--- src/rtl/flash_loader_arbiter.sv ---
// -----------------------------------------------------------------------------
// flash_loader_arbiter
//
// Shares one SPI master between the CPU port path and a hardware
// flash-to-memory loader. On start the loader takes the bus, issues a flash
// READ command with a 24-bit address, then streams LEN bytes into memory from
// DEST upward. While the loader owns the bus the CPU is stalled and any CPU
// strobe edge is held pending until the bus is returned.
//
// Optional feature macro: FLASH_LOADER_FAST_READ_EN
//   defined   : opcode CMD_FAST (0x0B) plus one dummy byte (0xFF) after A0
//   undefined : opcode CMD_READ (0x03), no dummy byte
//
// Ports
//   clk, rst            clock, asynchronous active-high reset
//   start, abort        load request pulse / stop-after-current-byte level
//   base_addr, dest_addr, len   load parameters, sampled on start
//   busy, done          loader status
//   mem_addr, mem_data, mem_we, mem_rdy   memory write port (held until rdy)
//   cpu_wr, cpu_rd, cpu_din, cpu_cs_n, cpu_wait_n   CPU SPI port
//   flash_cs_n, sd_cs_force                          chip selects
//   spi_wr, spi_rd, spi_wdata, spi_rdata, spi_busy   SPI engine interface
// -----------------------------------------------------------------------------
module flash_loader_arbiter #(
    parameter logic [7:0] CMD_READ = 8'h03,
    parameter logic [7:0] CMD_FAST = 8'h0B,
    parameter int         LEN_W    = 16,
    parameter int         MEM_AW   = 19
) (
    input  logic              clk,
    input  logic              rst,
    input  logic              start,
    input  logic              abort,
    input  logic [23:0]       base_addr,
    input  logic [MEM_AW-1:0] dest_addr,
    input  logic [LEN_W-1:0]  len,
    output logic              busy,
    output logic              done,
    output logic [MEM_AW-1:0] mem_addr,
    output logic [7:0]        mem_data,
    output logic              mem_we,
    input  logic              mem_rdy,
    input  logic              cpu_wr,
    input  logic              cpu_rd,
    input  logic [7:0]        cpu_din,
    input  logic              cpu_cs_n,
    output logic              cpu_wait_n,
    output logic              flash_cs_n,
    output logic              sd_cs_force,
    output logic              spi_wr,
    output logic              spi_rd,
    output logic [7:0]        spi_wdata,
    input  logic [7:0]        spi_rdata,
    input  logic              spi_busy
);

`ifdef FLASH_LOADER_FAST_READ_EN
    localparam logic FAST_EN = 1'b1;
`else
    localparam logic FAST_EN = 1'b0;
`endif

    localparam logic [7:0] OPCODE = FAST_EN ? CMD_FAST : CMD_READ;

    typedef enum logic [3:0] {
        S_IDLE,
        S_ARB,
        S_CS_LO,
        S_CMD,
        S_A2,
        S_A1,
        S_A0,
        S_DUMMY,
        S_RDB,
        S_STORE,
        S_CS_HI,
        S_DONE
    } state_t;

    localparam state_t FIRST_DATA = FAST_EN ? S_DUMMY : S_RDB;

    state_t             state_reg, state_next;
    logic               phase_reg, phase_next;   // 0: pulse cycle, 1: wait for spi_busy low
    logic               abort_reg, abort_next;   // abort seen during this load
    logic [23:0]        base_reg, base_next;
    logic [MEM_AW-1:0]  dest_reg, dest_next;
    logic [LEN_W-1:0]   len_reg, len_next;
    logic [LEN_W-1:0]   count_reg, count_next;
    logic [7:0]         rdata_reg, rdata_next;
    logic               wr_pend_reg, wr_pend_next;
    logic [7:0]         wr_data_reg, wr_data_next;
    logic               rd_pend_reg, rd_pend_next;
    logic               pulse_d_reg;             // SPI pulse issued last cycle
    logic [1:0]         strb_d_reg;

    logic [1:0]         strb;
    logic [1:0]         strb_rise;
    logic               wr_rise;
    logic               rd_rise;
    logic               abort_now;
    logic [LEN_W-1:0]   count_inc;
    logic [7:0]         byte_tx;
    state_t             byte_seq;

    // Rising-edge detect of the CPU strobes: bit 0 = write, bit 1 = read.
    assign strb = {cpu_rd, cpu_wr};

    generate
        for (genvar gi = 0; gi < 2; gi++) begin : g_strb_edge
            assign strb_rise[gi] = strb[gi] & ~strb_d_reg[gi];
        end
    endgenerate

    assign wr_rise   = strb_rise[0];
    assign rd_rise   = strb_rise[1];
    assign abort_now = abort | abort_reg;
    assign count_inc = count_reg + LEN_W'(1);

    assign mem_addr  = dest_reg + MEM_AW'(count_reg);
    assign mem_data  = rdata_reg;

    // Transmit byte and successor state of each header byte step.
    always_comb begin
        byte_tx  = 8'hFF;
        byte_seq = S_CS_HI;
        case (state_reg)
            S_CMD:   begin byte_tx = OPCODE;          byte_seq = S_A2;       end
            S_A2:    begin byte_tx = base_reg[23:16]; byte_seq = S_A1;       end
            S_A1:    begin byte_tx = base_reg[15:8];  byte_seq = S_A0;       end
            S_A0:    begin byte_tx = base_reg[7:0];   byte_seq = FIRST_DATA; end
            S_DUMMY: begin byte_tx = 8'hFF;           byte_seq = S_RDB;      end
            default: begin byte_tx = 8'hFF;           byte_seq = S_CS_HI;    end
        endcase
    end

    always_ff @(posedge clk or posedge rst) begin
        if (rst) begin
            state_reg   <= S_IDLE;
            phase_reg   <= 1'b0;
            abort_reg   <= 1'b0;
            base_reg    <= '0;
            dest_reg    <= '0;
            len_reg     <= '0;
            count_reg   <= '0;
            rdata_reg   <= '0;
            wr_pend_reg <= 1'b0;
            wr_data_reg <= '0;
            rd_pend_reg <= 1'b0;
            pulse_d_reg <= 1'b0;
            strb_d_reg  <= '0;
        end else begin
            state_reg   <= state_next;
            phase_reg   <= phase_next;
            abort_reg   <= abort_next;
            base_reg    <= base_next;
            dest_reg    <= dest_next;
            len_reg     <= len_next;
            count_reg   <= count_next;
            rdata_reg   <= rdata_next;
            wr_pend_reg <= wr_pend_next;
            wr_data_reg <= wr_data_next;
            rd_pend_reg <= rd_pend_next;
            pulse_d_reg <= spi_wr | spi_rd;
            strb_d_reg  <= strb;
        end
    end

    always_comb begin
        state_next   = state_reg;
        phase_next   = phase_reg;
        abort_next   = abort_reg;
        base_next    = base_reg;
        dest_next    = dest_reg;
        len_next     = len_reg;
        count_next   = count_reg;
        rdata_next   = rdata_reg;
        // CPU edges are always captured; IDLE consumes them below.
        wr_pend_next = wr_pend_reg | wr_rise;
        wr_data_next = wr_rise ? cpu_din : wr_data_reg;
        rd_pend_next = rd_pend_reg | rd_rise;

        busy         = 1'b1;
        done         = 1'b0;
        mem_we       = 1'b0;
        spi_wr       = 1'b0;
        spi_rd       = 1'b0;
        spi_wdata    = 8'hFF;
        cpu_wait_n   = 1'b0;
        flash_cs_n   = 1'b1;
        sd_cs_force  = 1'b0;

        case (state_reg)
            S_IDLE: begin
                busy       = 1'b0;
                flash_cs_n = cpu_cs_n;
                cpu_wait_n = ~spi_busy;
                abort_next = 1'b0;
                phase_next = 1'b0;
                // A held-over request goes first; a fresh edge arriving in
                // the same cycle stays pending for the next one.
                if (wr_pend_reg) begin
                    spi_wr       = 1'b1;
                    spi_wdata    = wr_data_reg;
                    wr_pend_next = wr_rise;
                end else if (wr_rise) begin
                    spi_wr       = 1'b1;
                    spi_wdata    = cpu_din;
                    wr_pend_next = 1'b0;
                end else if (rd_pend_reg) begin
                    spi_rd       = 1'b1;
                    rd_pend_next = rd_rise;
                end else if (rd_rise) begin
                    spi_rd       = 1'b1;
                    rd_pend_next = 1'b0;
                end
                if (start) begin
                    base_next  = base_addr;
                    dest_next  = dest_addr;
                    len_next   = len;
                    count_next = '0;
                    state_next = (len == '0) ? S_DONE : S_ARB;
                end
            end

            S_ARB: begin
                // pulse_d covers a CPU pulse issued just before the engine
                // has raised spi_busy.
                if (!spi_busy && !pulse_d_reg) begin
                    state_next = S_CS_LO;
                end
            end

            S_CS_LO: begin
                flash_cs_n  = 1'b0;
                sd_cs_force = 1'b1;
                phase_next  = 1'b0;
                state_next  = S_CMD;
            end

            S_CMD, S_A2, S_A1, S_A0, S_DUMMY, S_RDB: begin
                flash_cs_n  = 1'b0;
                sd_cs_force = 1'b1;
                spi_wdata   = byte_tx;
                if (abort) begin
                    abort_next = 1'b1;
                end
                if (!phase_reg) begin
                    if (state_reg == S_RDB) begin
                        spi_rd = 1'b1;
                    end else begin
                        spi_wr = 1'b1;
                    end
                    phase_next = 1'b1;
                end else if (!spi_busy) begin
                    phase_next = 1'b0;
                    if (state_reg == S_RDB) begin
                        // A received byte is always stored, even on abort.
                        rdata_next = spi_rdata;
                        state_next = S_STORE;
                    end else begin
                        state_next = abort_now ? S_CS_HI : byte_seq;
                    end
                end
            end

            S_STORE: begin
                flash_cs_n  = 1'b0;
                sd_cs_force = 1'b1;
                mem_we      = 1'b1;
                if (abort) begin
                    abort_next = 1'b1;
                end
                if (mem_rdy) begin
                    count_next = count_inc;
                    phase_next = 1'b0;
                    state_next = (count_inc == len_reg || abort_now) ? S_CS_HI : S_RDB;
                end
            end

            S_CS_HI: begin
                sd_cs_force = 1'b1;
                state_next  = S_DONE;
            end

            S_DONE: begin
                done       = 1'b1;
                state_next = S_IDLE;
            end

            default: begin
                state_next = S_IDLE;
            end
        endcase
    end

endmodule

--- config.mk ---
export PLATFORM = sky130hd
export DESIGN_NAME = flash_loader_arbiter
export DESIGN_NICKNAME = d
export VERILOG_FILES = /design/src/rtl/flash_loader_arbiter.sv
export SDC_FILE = /design/constraint.sdc
export NUM_CORES = 1
export LEC_CHECK = 0
export BUFFER_PORTS_ARGS = -buffer_cell sky130_fd_sc_hd__buf_4
export CAP_MARGIN = 20
export CORE_MARGIN = 3
export CORE_UTILIZATION = 50
export CTS_CLUSTER_DIAMETER = 80
export DETAILED_ROUTE_END_ITERATION = 6
export PLACE_DENSITY = 0.74
export REMOVE_ABC_BUFFERS = 1
export SYNTH_ARGS = -nofsm -noshare
export SYNTH_HDL_FRONTEND = slang
export SYNTH_SLANG_ARGS = --single-unit
--- constraint.sdc ---
create_clock -name clk -period 4.16 [get_ports clk]
set_input_delay 0.832 -clock clk [delete_from_list [all_inputs] [get_ports clk]]
set_output_delay 0.832 -clock clk [all_outputs]
set_load 0.03 [all_outputs]
# After elaboration in Yosys (flattened, before gate mapping)

Cells that the tools add are included.

Flip-flop bits (word level): 102
Input bits: 84
Output and inout bits: 43
Word-level logic and storage cells: 113

$add $sub $neg: 2
Equal/unequal tests: 18
Muxes and demuxes: 50
Bitwise gates (word level): 9
Reductions and logical operators: 21

Operators by type and width:

| kind                                                                  | number |
|---|---|
| 16-bit 2-to-1 mux                                                     | 2 |
| 4-bit 2-to-1 mux                                                      | 8 |
| 16-bit case mux with 2 select lines                                   | 1 |
| 8-bit case mux with 4 select lines                                    | 1 |
| 1-bit 2-to-1 mux                                                      | 27 |
| 4-bit case mux with 6 select lines                                    | 1 |
| 19-bit by 16-bit adder with 19-bit output                             | 1 |
| 16-bit by 1-bit adder with 16-bit output, second input constant       | 1 |
| 16-bit equality test                                                  | 1 |
| 4-bit by 3-bit equality test with 1-bit output, second input constant | 4 |
| 4-bit equality test, second input constant                            | 4 |
| 16-bit zero test                                                      | 1 |
| 8-bit 2-to-1 mux                                                      | 2 |
| 4-bit case mux with 4 select lines                                    | 1 |
| 8-bit case mux with 2 select lines                                    | 1 |
| 2-bit inequality test, second input constant                          | 5 |
| 9-bit OR reduction                                                    | 1 |
| 4-bit by 2-bit equality test with 1-bit output, second input constant | 2 |
| 1-bit case mux with 2 select lines                                    | 4 |
| 8-bit OR reduction                                                    | 1 |
| 7-bit OR reduction                                                    | 1 |
| 2-bit AND reduction                                                   | 3 |
| 6-bit OR reduction                                                    | 1 |
| 5-bit AND reduction                                                   | 1 |
| other kinds (16)                                                      | 25 |

# Depth between registers and ports, before layout

Gate-level depths: netlist of the first run.

Depth in word-level cells: 8
Mapped depth: 10
Mapped depth without buffers: 10

# Worst setup path before layout of the first run

OpenSTA, ideal clock, no wires.

Path kind: register to output
Start point: register count_reg[0]
End point: output mem_addr[18]
Arrival: 2.654 ns
Data required time: 3.328 ns
Setup slack: 0.674 ns
Stages on the path, launching flop included: 11
Path buffers: 0
Path through: dfrtp_1 ha_1 inv_1 fa_1 nor2b_4 o2111ai_2 nor4bb_1 o311ai_0 a21oi_1 nor2_1 xor2_1

Cells in the longest elaborated chain, start to end: 1

RTL lines:

| element                                   | RTL line | RTL |
|---|---|---|
| from (decl)                               | 88       | `logic [LEN_W-1:0] count_reg, count_next;` |
| from (signal assigned)                    | 158      | `count_reg <= count_next;` |
| 19-bit by 16-bit adder with 19-bit output | 119      | `assign mem_addr = dest_reg + MEM_AW'(count_reg);` |
| to (decl)                                 | 39       | `output logic [MEM_AW-1:0] mem_addr,` |

No other way between the ends.

# Worst setup path after layout of the first run

Ends and elaborated chain as after synthesis.

==> results of run 1 <==
[per-stage QoR]
step                      std cells  setup slack [ns]
final                           884             0.206
after global routing            884            0.0158
after CTS                       884             0.104
after detailed placement        868             0.491
after global placement          868             0.546
after floorplan                 596             0.653
[what timing repair did]
| item | in CTS | in global routing |
|---|---|---|
| setup buffers | 0 | 0 |
| gates resized for setup | 0 | 1 |
| setup endpoints to repair | 0 | 1 |
[power by group through the flow]
stage / Sequential, W / Combinational [W] / Clock (W)
floorplan: 0.00175 / 0.00190 / 0
global placement: 0.00176 / 0.00266 / 0
detailed placement: 0.00178 / 0.00272 / 0
CTS: 0.00177 / 0.00273 / 0.000878
global route: 0.00184 / 0.00297 / 0.000919
finish: 0.00177 / 0.00272 / 0.000853
[layout by cell type, fill, tap and decap left out, types with 10 or more instances in the layout]
| cell type | netlist | final |
|---|---|---|
| nor3_1 | 11 | 11 |
| dfrtp_1 | 102 | 102 |
| o21ai_0 | 47 | 47 |
| ha_1 | 17 | 17 |
| nand3_1 | 12 | 12 |
| nand2_1 | 78 | 78 |
| buf_4 | 2 | 129 |
| o211ai_1 | 10 | 10 |
| a21oi_1 | 34 | 34 |
| nor2_1 | 57 | 57 |
| xnor2_1 | 22 | 22 |
| xor2_1 | 13 | 13 |
| inv_1 | 12 | 11 |
| mux2_2 | 68 | 68 |
[logic make-up (layout without fill, tap and decap cells)]
kind of cell	count (synthesis)	after routing	synth area share
adder cells (fa/ha/maj)	18	18	0.0381
XOR/XNOR	35	35	0.0502
flip-flops	102	102	0.418
buffers and inverters	48	157	0.0408
AND/OR/NAND/NOR	212	212	0.169
multiplexers	69	69	0.128
AO/OA/AOI/OAI	148	148	0.156
[final timing paths]
check                                             end  slack (ns)
max                                      mem_addr[18]        0.21
min                            len_reg[4]$_DFFE_PP0P_        0.41
max reg2reg                 count_reg[11]$_DFFE_PP0P_        0.94
min reg2reg                wr_data_reg[2]$_DFFE_PP0P_        0.48
max in group asynchronous    dest_reg[10]$_DFFE_PP0P_        2.81
min in group clk           wr_data_reg[2]$_DFFE_PP0P_        0.48
[cell type report]
type	instances	area, µm²
Clock buffer	12	246
Fill cell	977	4310
Sequential cell	102	2550
Inverter	12	47.5
Timing Repair Buffer	129	968
Tap cell	143	179
Multi-Input combinational cell	482	3310
Clock inverter	4	52.6
[per-layer routing]
| layer | vias up | share of wire | routed length, µm |
|---|---|---|---|
| met5 | - | 0 | 0 |
| met4 | 0 | 0.020 | 284 |
| met2 | 187 | 0.47 | 6830 |
| li1 | 2473 | - | - |
| met1 | 2400 | 0.43 | 6190 |
| met3 | 23 | 0.076 | 1100 |
[worst max-delay path: stages (launching register included)]
cell	delay (ns)
dfrtp_1	0.51
ha_1	0.26
inv_1	0.07
fa_1	0.44
nor2b_4	0.15
o2111ai_2	0.12
nor4bb_1	0.19
o311ai_1	0.40
a21oi_1	0.16
nor2_1	0.14
xor2_1	0.15
buf_4	0.17
==> metrics.txt, run 1 <==
Tightest Pin Transition 0.780 ns; Rows 39; fin nets 838; Yosys reg bits 102; CP Capture Type output pin; global-route wire length before repair 23400 µm; WS Path Type reg2out; Comb pwr share 0.509; number of port buffers 126; Die W 117 µm; Arr. time, crit path 3.12 ns; largest cells by area after synthesis dfrtp_1 42%, mux2_2 13%, nand2_1 4.8%; vias in the first global route 5043; Worst Hold Class in2async; CTS tree yes; period utilization 0.950; WL/cell 16.3 µm; Initial Util 0.524; Total Wirelength 14400 µm; Post-synth EDFFs 0; GRT Util Overall 0.219; WHS 0.414 ns; worst skew pair latency 0.36 ns; Mapped Cells 632; total number of yosys warnings 0; Pint 0.00309 W; DRT Pass-1 Iters 5; final-report max-slew violation count 0; Pwr Total 0.00535 W; Remaining DRCs 0; Max VDD drop 0.538 mV; most common cell in the synthesized netlist dfrtp_1; Post-synth ARST share 1.00; initial drt markers 336; outcome finished clean; ANT cells 0; final hold viol count 0; H-tree depth 3; antenna violations before repair 0; Clock Sinks 102; Root Buffer Master clkbuf_16; met3 Track Usage GR 0.0648; vias per inst 5.75; layout cells sized above 1 0.309; LEAKAGE 3.36 nW; overall via count from detail_route 5083; PD cells 727 nW/µm²; post-synth cell types 71; area share of the largest cell type after synthesis 0.418; Register-to-Register Path Depth 6; CTS Buf Count 9; crit path launch type register; Worst Setup SP count_reg[0]$_DFFE_PP0P_; min Tclk post-route 3.95 ns; Max-Cap Viols 0; post-layout util 0.631; setup violators final 0; gr busiest metal met2; pin count of the biggest net entering global routing 53; Layout area overhead 20.4%; I/O pin cnt 127; syn_area_per_cell 9.67 µm²; post-synthesis sequential area ratio 0.418; GR Layer Usage met2 0.358; Reg2Reg Launch Point state_reg[0]$_DFFE_PP0P_; final RePlAce weighted congestion 0.906; setup tns final 0 ns; total grt overflow 0; Post-DRT Antenna Nets 0; Clock power frac 0.159; clk slew on worst S/H paths 0.07 ns; Yosys top cell by area dfrtp_1; ys flop type dfrtp_1; Core Area 11700 µm²; Die Ht 117 µm; Synth Cell Area 6110 µm²; Max Buffers Root-to-Sink 2; post-detail-place hpwl 10800 µm; placed inst area 7050 µm²; RSZ-0062 raised after global routing no; CP Max Fanout 8; worst path required time 3.33 ns; relative slew slack 0.478; hold_buf cts 0; Commonest cells post-synth 102 x dfrtp_1, 78 x nand2_1, 68 x mux2_2; final non-filler cell area 7350 µm²; grt met1 use 0.276; Setup Skew 0.00856 ns; Net Sw Power 0.00226 W; register share of total power 0.331; Largest register FFs 24; Die ar. 13600 µm²; switching portion of total power 0.422; Max Clk Rate 0.253 GHz
No activity file was read; power rests on OpenSTA's default activity.
==> run 2, diff against run 1 <==
--- a/config.mk
+++ b/config.mk
@@ -11,6 +11,7 @@
 export CORE_UTILIZATION = 50
 export CTS_CLUSTER_DIAMETER = 80
 export DETAILED_ROUTE_END_ITERATION = 6
+export GPL_TIMING_DRIVEN = 0
 export PLACE_DENSITY = 0.74
 export REMOVE_ABC_BUFFERS = 1
 export SYNTH_ARGS = -nofsm -noshare
==> metrics.txt, run 2 (same netlist as run 1, synthesis figures left out) <==
outcome finished clean; pin count of the biggest net entering global routing 70; I/O pin cnt 127; CP Max Fanout 8; setup violators final 0; post-layout util 0.632; antenna violations before repair 0; min Tclk post-route 3.87 ns; Max VDD drop 0.659 mV; RSZ-0062 raised after global routing no; grt met1 use 0.282; Worst Hold Class in2async; layout cells sized above 1 0.310; WS Path Type reg2out; Root Buffer Master clkbuf_16; Clock Sinks 102; final RePlAce weighted congestion 0.861; Slowest-stage cell, CP nor4bb_1; vias in the first global route 4875; initial drt markers 390; Initial Util 0.524; Filler cells 961; Total Wirelength 14200 µm; number of port buffers 126; relative slew slack 0.437; PD cells 727 nW/µm²; Tightest Pin Transition 0.845 ns; crit path launch type register; Post-DRT Antenna Nets 0; GR Layer Usage met2 0.341; CP Depth 11; Arr. time, crit path 3.04 ns; clk slew on worst S/H paths 0.07 ns; Core Area 11700 µm²; Rows 39; Layout area overhead 20.7%; fin nets 836; period utilization 0.930; Setup Skew 0.00836 ns; met3 Track Usage GR 0.0782; LEAKAGE 3.37 nW; overall via count from detail_route 5017; CTS Buf Count 9; dpl ws 0.448 ns; Die W 117 µm; CP bufs+invs 2; CTS tree yes; worst path required time 3.33 ns; Largest register FFs 24; Crit path max-delay family simple AND/OR/NAND/NOR gates; total grt overflow 0; post-detail-place hpwl 10500 µm; commonest non-fill, non-tap cell in the layout buf_4; vias per inst 5.69; gr busiest metal met2; Max Buffers Root-to-Sink 2; global-route wire length before repair 23400 µm; final-report max-slew violation count 0; Remaining DRCs 0; ANT cells 0; Register-to-Register Path Depth 6; slowest stage delay, CP 0.54 ns; final hold viol count 0; Max-Cap Viols 0; placed cells 866; setup tns final 0 ns; H-tree depth 3; Max Clk Rate 0.258 GHz; Die ar. 13600 µm²; DRT Pass-1 Iters 5; commonest cells after routing, fill and taps aside 126 x buf_4, 101 x dfrtp_1, 78 x nand2_1; worst skew pair latency 0.36 ns; Finished Layout Cells 882; WL/cell 16.1 µm; CP Capture Type output pin; CP Cell Sequence ha_1 > inv_1 > fa_1 > nor2b_4 > o2111ai_2 > nor4bb_1 > o311ai_1 > a21oi_1 > nor2_1 > xor2_1 > buf_4; Die Ht 117 µm; final setup margin 0.289 ns; GRT Util Overall 0.217
[run 2: area by class of cell]
cell class              count  area (µm²)  share of cell area
multi-input cells         482        3310               0.449
flip-flops and latches    102        2550               0.346
repair buffers            127         973               0.132
clock buffers              11         243              0.0329
well taps                 143         179              0.0243
clock inverters             5        66.3             0.00899
inverters                  12        47.5             0.00645
[run 2: metal layers]
| metal | vias to the layer above | part of all wire |
|---|---|---|
| met1 | 2358 | 0.43 |
| met3 | 23 | 0.081 |
| met2 | 180 | 0.47 |
| li1 | 2456 | - |
| met4 | 0 | 0.017 |
| met5 | - | 0 |
[run 2: report_power, final]
part | internal (W) | total, W | switching, W
Sequential | 0.00139 | 0.00177 | 0.000387
Clock | 0.000491 | 0.000878 | 0.000387
Combinational | 0.00122 | 0.00271 | 0.00150
[run 2: what timing repair did]
item | 4_1_cts | 5_1_grt
setup endpoints to repair | 0 | 1
setup buffers | 0 | 0
hold buffers | 0 | 0
endpoints found under the hold margin | 0 | 0
resized for setup | 0 | 2
[run 2: per-stage QoR]
stage	cell area, µm²	power [W]	hold slack (ns)
floorplan	5900	0.00365	0.446
global placement	7030	0.00440	0.458
detailed placement	7060	0.00450	0.463
CTS	7370	0.00540	0.482
global route	7370	0.00574	0.508
finish	7370	0.00536	0.478
[run 2: path summary, 6_finish.rpt]
path,startpoint,endpoint,slack (ns)
setup / recovery,count_reg[0]$_DFFE_PP0P_,mem_addr[18],0.29
hold / removal,rst,mem_data[5]$_DFFE_PP0P_,0.48
setup reg to reg,state_reg[0]$_DFFE_PP0P_,count_reg[11]$_DFFE_PP0P_,0.96
hold reg to reg,wr_data_reg[2]$_DFFE_PP0P_,wr_data_reg[2]$_DFFE_PP0P_,0.48
max in group asynchronous,rst,base_reg[1]$_DFFE_PP0P_,2.98
min in group clk,wr_data_reg[2]$_DFFE_PP0P_,wr_data_reg[2]$_DFFE_PP0P_,0.48
[run 2: worst reg2reg max path: cells and delay by family (launching register included)]
family | cells | cell delay, ns
AOI/OAI and AO/OA | 2 | 0.40
DFF | 1 | 0.82
and+or+nand+nor | 4 | 1.87
==> run 3, diff against run 2 <==
--- a/config.mk
+++ b/config.mk
@@ -8,11 +8,10 @@
 export BUFFER_PORTS_ARGS = -buffer_cell sky130_fd_sc_hd__buf_4
 export CAP_MARGIN = 20
 export CORE_MARGIN = 3
-export CORE_UTILIZATION = 50
+export CORE_UTILIZATION = 39
 export CTS_CLUSTER_DIAMETER = 80
 export DETAILED_ROUTE_END_ITERATION = 6
 export GPL_TIMING_DRIVEN = 0
-export PLACE_DENSITY = 0.74
 export REMOVE_ABC_BUFFERS = 1
 export SYNTH_ARGS = -nofsm -noshare
 export SYNTH_HDL_FRONTEND = slang
==> metrics.txt, run 3 (same netlist as run 1, synthesis figures left out) <==
outcome finished clean; number of port buffers 126; commonest cells after routing, fill and taps aside 126 x buf_4, 101 x dfrtp_1, 78 x nand2_1; crit path launch type register; Comb pwr share 0.497; ANT cells 0; total grt overflow 0; Crit path max-delay family compound AO/OA/AOI/OAI gates; relative slew slack 0.412; pin count of the biggest net entering global routing 72; WL/cell 15.5 µm; Pint 0.00319 W; Rows 45; Worst Hold Class reg2reg; Post-DRT Antenna Nets 0; RSZ-0062 raised after global routing no; final setup margin 0.275 ns; dpl ws 0.378 ns; postcts setup bufs 0; post-detail-place hpwl 11200 µm; commonest non-fill, non-tap cell in the layout buf_4; period utilization 0.934; min Tclk post-route 3.89 ns; vias in the first global route 5013; worst path required time 3.33 ns; Die ar. 17200 µm²; Largest register FFs 24; PD cells 727 nW/µm²; overall via count from detail_route 4961; Slowest-stage cell, CP dfrtp_1; layout cells sized above 1 0.310; global-route wire length before repair 24700 µm; vias per inst 5.23; Setup Skew 0.0121 ns; Clock power frac 0.178; Crit path top cell by count o21ai_0; CP bufs+invs 1; DRT Pass-1 Iters 4; initial drt markers 241; Arr. time, crit path 3.05 ns; final hold viol count 0; Die W 131 µm; I/O pin cnt 127; final-report max-slew violation count 0; Tightest Pin Transition 0.882 ns; H-tree depth 3; CP Cell Sequence ha_1 > o21ai_0 > o21ai_0 > a31oi_1 > o211ai_1 > and2_1 > o21ai_1 > xnor2_1 > buf_4; fin nets 836; Core Area 15300 µm²; Clock Sinks 102; Finished Layout Cells 949; LEAKAGE 3.39 nW; slowest stage delay, CP 0.62 ns; CP Max Fanout 11; final RePlAce weighted congestion 0.810; CTS resizes 1; antenna violations before repair 0; clk slew on worst S/H paths 0.07 ns; placed cells 934; hold_buf cts 0; CTS tree yes; post-layout util 0.491; Layout area overhead 22.7%; Total Wirelength 14700 µm; switching portion of total power 0.414; CTS Buf Count 9; GRT Util Overall 0.175; Net Sw Power 0.00225 W; worst skew pair latency 0.36 ns; register share of total power 0.325; Die Ht 131 µm; Filler cells 1425; setup violators final 0; Max VDD drop 0.399 mV; Max Clk Rate 0.257 GHz; Max-Cap Viols 0; setup tns final 0 ns; Initial Util 0.400; Root Buffer Master clkbuf_16; CP Capture Type output pin; Remaining DRCs 0; Max Buffers Root-to-Sink 2; WS Path Type reg2out
run 3: cell count changes in the layout (fill, tap and decap cells not counted):
cell       delta
bufinv_16     +2
clkbuf_1      -1
clkbuf_8      -1
clkinv_4      -1
run 3: path summary, 6_finish.rpt:
path / startpoint / end / slack (ns) / cells past startpoint
worst max-delay path: count_reg[2]$_DFFE_PP0P_ / mem_addr[17] / 0.27 / 9
worst min-delay path: wr_data_reg[1]$_DFFE_PP0P_ / wr_data_reg[1]$_DFFE_PP0P_ / 0.48 / 2
worst max register to register: state_reg[0]$_DFFE_PP0P_ / count_reg[11]$_DFFE_PP0P_ / 1.01 / 6
worst min register to register: wr_data_reg[1]$_DFFE_PP0P_ / wr_data_reg[1]$_DFFE_PP0P_ / 0.48 / 2
max in group asynchronous: rst / dest_reg[17]$_DFFE_PP0P_ / 2.97 / 3
min in group asynchronous: rst / mem_data[2]$_DFFE_PP0P_ / 0.49 / 2
run 3: area by class of cell:
cell class                      instances  area [µm²]  share of cell area
Clock buffer                            9         225              0.0301
Clock inverter                          6         118              0.0157
Inverter                               12        47.5             0.00634
Multi-Input combinational cell        482        3310               0.442
Sequential cell                       102        2550               0.341
Tap cell                              211         264              0.0352
Timing Repair Buffer                  127         973               0.130
run 3: worst min-delay path, cell delays in order, from the launching register on:
cell and delay, ns:
dfrtp_1 0.35, nand2_1 0.05, nand2_1 0.05
run 3: per-layer routing:
metal	global-route usage	share of wire	routed length, µm
met5	0	0	0
met1	0.217	0.44	6440
met2	0.286	0.48	7040
met3	0.0597	0.067	988
met4	0.0583	0.019	273
run 3: stage by stage:
step	total power, W	cell area (µm²)	hold WS [ns]
after detailed placement	0.00452	7150	0.462
after global routing	0.00583	7490	0.503
after global placement	0.00444	7110	0.458
after floorplan	0.00365	5900	0.446
after CTS	0.00552	7490	0.481
final	0.00545	7490	0.477
run 3: power by group through the flow:
stage / sequential [W] / combinational, W / clock (W)
after floorplan: 0.00175 / 0.00190 / 0
after global placement: 0.00177 / 0.00267 / 0
after detailed placement: 0.00179 / 0.00273 / 0
after CTS: 0.00177 / 0.00273 / 0.00101
after global routing: 0.00184 / 0.00295 / 0.00104
final: 0.00177 / 0.00271 / 0.000967
